$ cat src/rtl/module_uart_bus_ctrl.sv
// module_uart_bus_ctrl: UART register front-end and TX sequencer; `define UART_CTRL_OVERRUN_EN adds the sticky OVR flag
module module_uart_bus_ctrl #(
  parameter int BUSY_WAIT_MAX = 16,
  parameter int CNT_W = 5
) (
  input  logic        clk_i,
  input  logic        rst_i,
  input  logic        we_i,
  input  logic [3:0]  addr_i,
  input  logic [31:0] wd_i,
  output logic [31:0] rd_o,
  output logic        tx_start_o,
  output logic [7:0]  tx_data_o,
  input  logic        tx_busy_i,
  input  logic [7:0]  rx_data_i,
  input  logic        rx_valid_i
);
  typedef enum logic [1:0] {IDLE, START, WAIT_BUSY, WAIT_DONE} state_t;
  state_t state, state_nxt;
  logic send, new_rx, tx_err, ovr;
  logic [7:0] txd, rxd;
  logic [CNT_W-1:0] cnt;
  logic ctrl_we, txd_we, timeout, done;
  assign ctrl_we = we_i && addr_i == 4'h0;
  assign txd_we = we_i && addr_i == 4'h8 && state == IDLE;
  assign tx_data_o = txd;
  // state register
  always_ff @(posedge clk_i or posedge rst_i)
    if (rst_i) state <= IDLE;
    else state <= state_nxt;
  // next state, start pulse and end-of-transfer events
  always_comb begin
    state_nxt = state;
    tx_start_o = 1'b0;
    timeout = 1'b0;
    done = 1'b0;
    case (state)
      IDLE: if (ctrl_we && wd_i[0]) state_nxt = START;
      START: begin
        tx_start_o = 1'b1;
        state_nxt = WAIT_BUSY;
      end
      WAIT_BUSY:
        if (tx_busy_i) state_nxt = WAIT_DONE;
        else if (cnt == CNT_W'(BUSY_WAIT_MAX - 1)) begin
          timeout = 1'b1;
          state_nxt = IDLE;
        end
      WAIT_DONE:
        if (!tx_busy_i) begin
          done = 1'b1;
          state_nxt = IDLE;
        end
      default: state_nxt = IDLE;
    endcase
  end
  // wait counter: cleared in START, counts idle cycles while waiting for busy
  always_ff @(posedge clk_i or posedge rst_i)
    if (rst_i) cnt <= '0;
    else cnt <= state == START ? '0 : (state == WAIT_BUSY && !tx_busy_i && !timeout) ? cnt + CNT_W'(1) : cnt;
  // CTRL flags: hardware set beats a simultaneous software clear
  always_ff @(posedge clk_i or posedge rst_i)
    if (rst_i) begin
      send <= 1'b0;
      new_rx <= 1'b0;
      tx_err <= 1'b0;
    end else begin
      send <= (state == IDLE && ctrl_we && wd_i[0]) ? 1'b1 : (timeout || done) ? 1'b0 : send;
      new_rx <= rx_valid_i ? 1'b1 : (ctrl_we && !wd_i[1]) ? 1'b0 : new_rx;
      tx_err <= timeout ? 1'b1 : (ctrl_we && !wd_i[3]) ? 1'b0 : tx_err;
    end
`ifdef UART_CTRL_OVERRUN_EN
  // overrun: a byte arrives before software consumed the previous one
  always_ff @(posedge clk_i or posedge rst_i)
    if (rst_i) ovr <= 1'b0;
    else ovr <= (rx_valid_i && new_rx) ? 1'b1 : (ctrl_we && !wd_i[2]) ? 1'b0 : ovr;
  logic unused_wd;
  assign unused_wd = &{1'b0, wd_i[31:8]};
`else
  assign ovr = 1'b0;
  logic unused_wd;
  assign unused_wd = &{1'b0, wd_i[31:8], wd_i[2]};
`endif
  // data registers: TXD locked while a transfer is in flight, RXD always takes the newest byte
  always_ff @(posedge clk_i or posedge rst_i)
    if (rst_i) begin
      txd <= '0;
      rxd <= '0;
    end else begin
      txd <= txd_we ? wd_i[7:0] : txd;
      rxd <= rx_valid_i ? rx_data_i : rxd;
    end
  // read mux, side-effect free
  always_comb
    rd_o = addr_i == 4'h0 ? {28'b0, tx_err, ovr, new_rx, send} :
           addr_i == 4'h8 ? {24'b0, txd} :
           addr_i == 4'hC ? {24'b0, rxd} : 32'b0;
endmodule

$ cat config.mk
export PLATFORM = sky130hd
export DESIGN_NAME = module_uart_bus_ctrl
export DESIGN_NICKNAME = d
export VERILOG_FILES = /design/src/rtl/module_uart_bus_ctrl.sv
export SDC_FILE = /design/constraint.sdc
export NUM_CORES = 1
export LEC_CHECK = 0
export BUFFER_PORTS_ARGS = -buffer_cell sky130_fd_sc_hd__buf_2
export CAP_MARGIN = 20
export CORE_UTILIZATION = 46
export DETAILED_ROUTE_END_ITERATION = 12
export GPL_TIMING_DRIVEN = 0
export PLACE_DENSITY = 0.84
export SYNTH_ARGS = -nofsm -noshare
export SYNTH_HDL_FRONTEND = slang
export SYNTH_SLANG_ARGS = --single-unit
export TNS_END_PERCENT = 20
$ cat constraint.sdc
create_clock -name clk_i -period 2.51 [get_ports clk_i]
set_input_delay 0.3765 -clock clk_i [delete_from_list [all_inputs] [get_ports clk_i]]
set_output_delay 0.3765 -clock clk_i [all_outputs]
set_load 0.02 [all_outputs]
==> run metrics <==
routed len/inst=between 10 and 15 um; flip-flop and latch count after synthesis=26; via count of the first global-routing pass=1011; share of the yosys chip area belonging to registers=a little over two fifths; Post-synth top cells=sky130_fd_sc_hd__dfrtp_1 (26), sky130_fd_sc_hd__buf_4 (24), sky130_fd_sc_hd__mux2_2 (13); R2R depth=6; weighted congestion reported at the end of routability-driven placement=0.812; maximum number of buffers from clock root to sink=2; placed wire-length estimate after detailed placement=2.15 mm; Fmax=0.528 GHz; final sum of negative setup slack=0 ps; top area cells in the synthesized netlist=sky130_fd_sc_hd__dfrtp_1 (43%), sky130_fd_sc_hd__buf_4 (12%), sky130_fd_sc_hd__mux2_2 (9.7%), sky130_fd_sc_hd__mux2i_1 (6.0%), sky130_fd_sc_hd__a22o_1 (2.9%); type of destination of the critical path=flip-flop; synthesized instance count=142; total wirelength of the detailed-routed design=around 2.7 mm; synthesized area=between 1500 and 2000 um^2; final clock skew=between 2 and 2.5 ps; asr flop ratio synth=100%; outcome=completed; wire length of the first global-routing pass=around 4.3 mm; Finished Core Util=62.8%; maximum number of pins on one net before global-route repair=27; Post CTS Setup Buffer Count=0; horizontal die dimension=59.2 um; clock-pin transition on the worst setup and hold timing paths=about 140 ps; flip-flop cell with the highest count after synthesis=sky130_fd_sc_hd__dfrtp_1; final hold viol count=0; Die Y=slightly below 60 um; static power due to leakage=1.05 nW; Max VDD drop=0.643 mV; Antenna Nets Post-Route=0; antenna violations before repair=0; Final #Nets=262; source-to-sink clock delay at the later pin of the worst-skew pair=between 300 and 400 ps; antenna diode count=0; Synth Area per Inst=10.6 um^2; total CTS buffers=3; cell type with the largest total area after synthesis=sky130_fd_sc_hd__dfrtp_1; worst flop-to-flop path endpoint=cnt[0]; worst hold start=wd_i[2]; max-cap check violation count=0; IO Pins=90; Worst path most repeated cell=sky130_fd_sc_hd__ha_1; overflow left after global routing=0; number of distinct library cells after synthesis=29; count leader, synth=sky130_fd_sc_hd__dfrtp_1; Worst Hold Path Cells=2; P&R area growth vs syn=28.3%; TritonCTS clock tree=built; Total Die Area=3510 um^2; total power consumption of the routed design=1.40 mW; site row count=20; number of vias per cell after detailed routing=4.64; worst min-delay path endpoint=tx_data_o[2]; number of clock sinks seen by CTS=26; required time worst endpoint=2740 ps; length of the first detailed-routing pass in iterations=4; period utilization=75.5%; Root Buffer=sky130_fd_sc_hd__clkbuf_4; peak per-stage delay on the critical path=about 450 ps; DRC marker count from the first detailed-route iteration=41; effective utilization at floorplan=48.9%; category of the worst setup path launch point=flip-flop; count of H-tree levels built during CTS=1; top-area cell type share of the netlist area=a little over two fifths; setup repair after global routing missed its margin=false; type of the tightest min-delay check=in -> reg; overall global routing resource usage=16.2%; number of buffer cells added on primary ports=39; P per Cell Area=between 700 and 800 nW/um^2; Resize count post-CTS=0; CP Max Fanout=5; number of synthesis warnings=0; fraction of layout instances using a drive strength above 1=41.4%; clock period minus final worst setup slack=roughly 1900 ps; Slew Viols, Final=0; routed via count=1179; drc violations=0; beginning of the worst register-to-register path=cnt[0]; ordered cell list for the critical path=ha_1, and3_1, ha_1, nor2_1, a21oi_1, a22o_1; register-to-register setup slack=620 ps; master of the slowest instance on the critical path=sky130_fd_sc_hd__dfrtp_1; kind of critical path=reg -> reg; Core ar.=3080 um^2; number of enable flip-flop cells after synthesis=0; Worst Hold Slack=around 260 ps; critical path data arrival time=2120 ps; Setup violations, final=0
==> cell type report <==
cell class,count,area [um^2]
clock buffer,3,22.5
fill,276,1140
inverter,3,11.3
sequential,26,651
timing repair buffer,41,233
multi-input combinational,107,728
clock inverter,1,30.0
tap,44,55.1
buffer,29,203
==> how the worst max path moves through the flow <==
stage | cells after the start | startpoint | endpoint | slack (ps)
4_1_cts | 4 | state[1] | tx_start_o | 620
2_1_floorplan | 6 | cnt[0] | cnt[0] | 800
5_1_grt | 6 | cnt[0] | cnt[1] | 490
6_report | 6 | cnt[0] | cnt[0] | 620
3_5_place_dp | 6 | cnt[0] | cnt[1] | 650
3_3_place_gp | 6 | cnt[0] | cnt[1] | 640
==> sequential cells by signal, indices dropped and copies added (netlist names) <==
name / count
new_rx: 1
tx_err: 1
tx_data_o: 8
cnt: 5
send: 1
rxd: 8
state: 2
==> report_power, final <==
group          internal [mW]  switching, mW  total [mW]
Sequential             0.522         0.0868       0.609
Clock                  0.162          0.123       0.285
Combinational          0.227          0.280       0.508
==> logic make-up after synthesis <==
family,after synthesis,synth area share [%]
muxes,25,17.9
DFF,26,43.2
AOI/OAI and AO/OA,16,7.31
and+or+nand+nor,40,15.5
buffers and inverters,32,14.2
other,1,0.249
adders and majority gates,2,1.66
==> cell usage in the layout, fill, tap and decap left out, types with 6 or more instances in the layout <==
| master | count |
|---|---|
| sky130_fd_sc_hd__buf_4 | 24 |
| sky130_fd_sc_hd__dfrtp_1 | 26 |
| sky130_fd_sc_hd__mux2_2 | 13 |
| sky130_fd_sc_hd__nand2b_1 | 6 |
| sky130_fd_sc_hd__o21ai_0 | 6 |
| sky130_fd_sc_hd__buf_2 | 42 |
| sky130_fd_sc_hd__mux2i_1 | 9 |
| sky130_fd_sc_hd__conb_1 | 24 |
| sky130_fd_sc_hd__nor2_1 | 10 |
| sky130_fd_sc_hd__nand2_1 | 7 |
==> per-stage QoR <==
| step | area [um^2] | setup slack (ps) | cells |
|---|---|---|---|
| after CTS | 1900 | 620 | 252 |
| final | 1930 | 616 | 254 |
| after floorplan | 1590 | 805 | 165 |
| after global routing | 1930 | 490 | 254 |
| after detailed placement | 1840 | 646 | 248 |
| after global placement | 1840 | 644 | 248 |
==> layer usage <==
layer  share of wire [%]  global-route usage, %  vias up
li1                    -                      -      579
met1                  42                   20.3      552
met2                  51                   27.6       44
met3                 5.5                   4.15        4
met4                 1.5                   4.42        0
met5                   0                      0        -
==> critical path: cells and delay by family (launching register included) <==
| family | cells | cell delay (ps) |
|---|---|---|
| flip-flops | 1 | 450 |
| AND/OR/NAND/NOR | 2 | 450 |
| adder cells (fa/ha/maj) | 2 | 480 |
| AO/OA/AOI/OAI | 2 | 410 |
==> repair_timing <==
action | in CTS | in global routing
endpoints found under the setup margin | 0 | 0
hold endpoints to repair | 0 | 1
hold buffers | 0 | 1
Note: power is estimated with default switching activity, not from simulation.
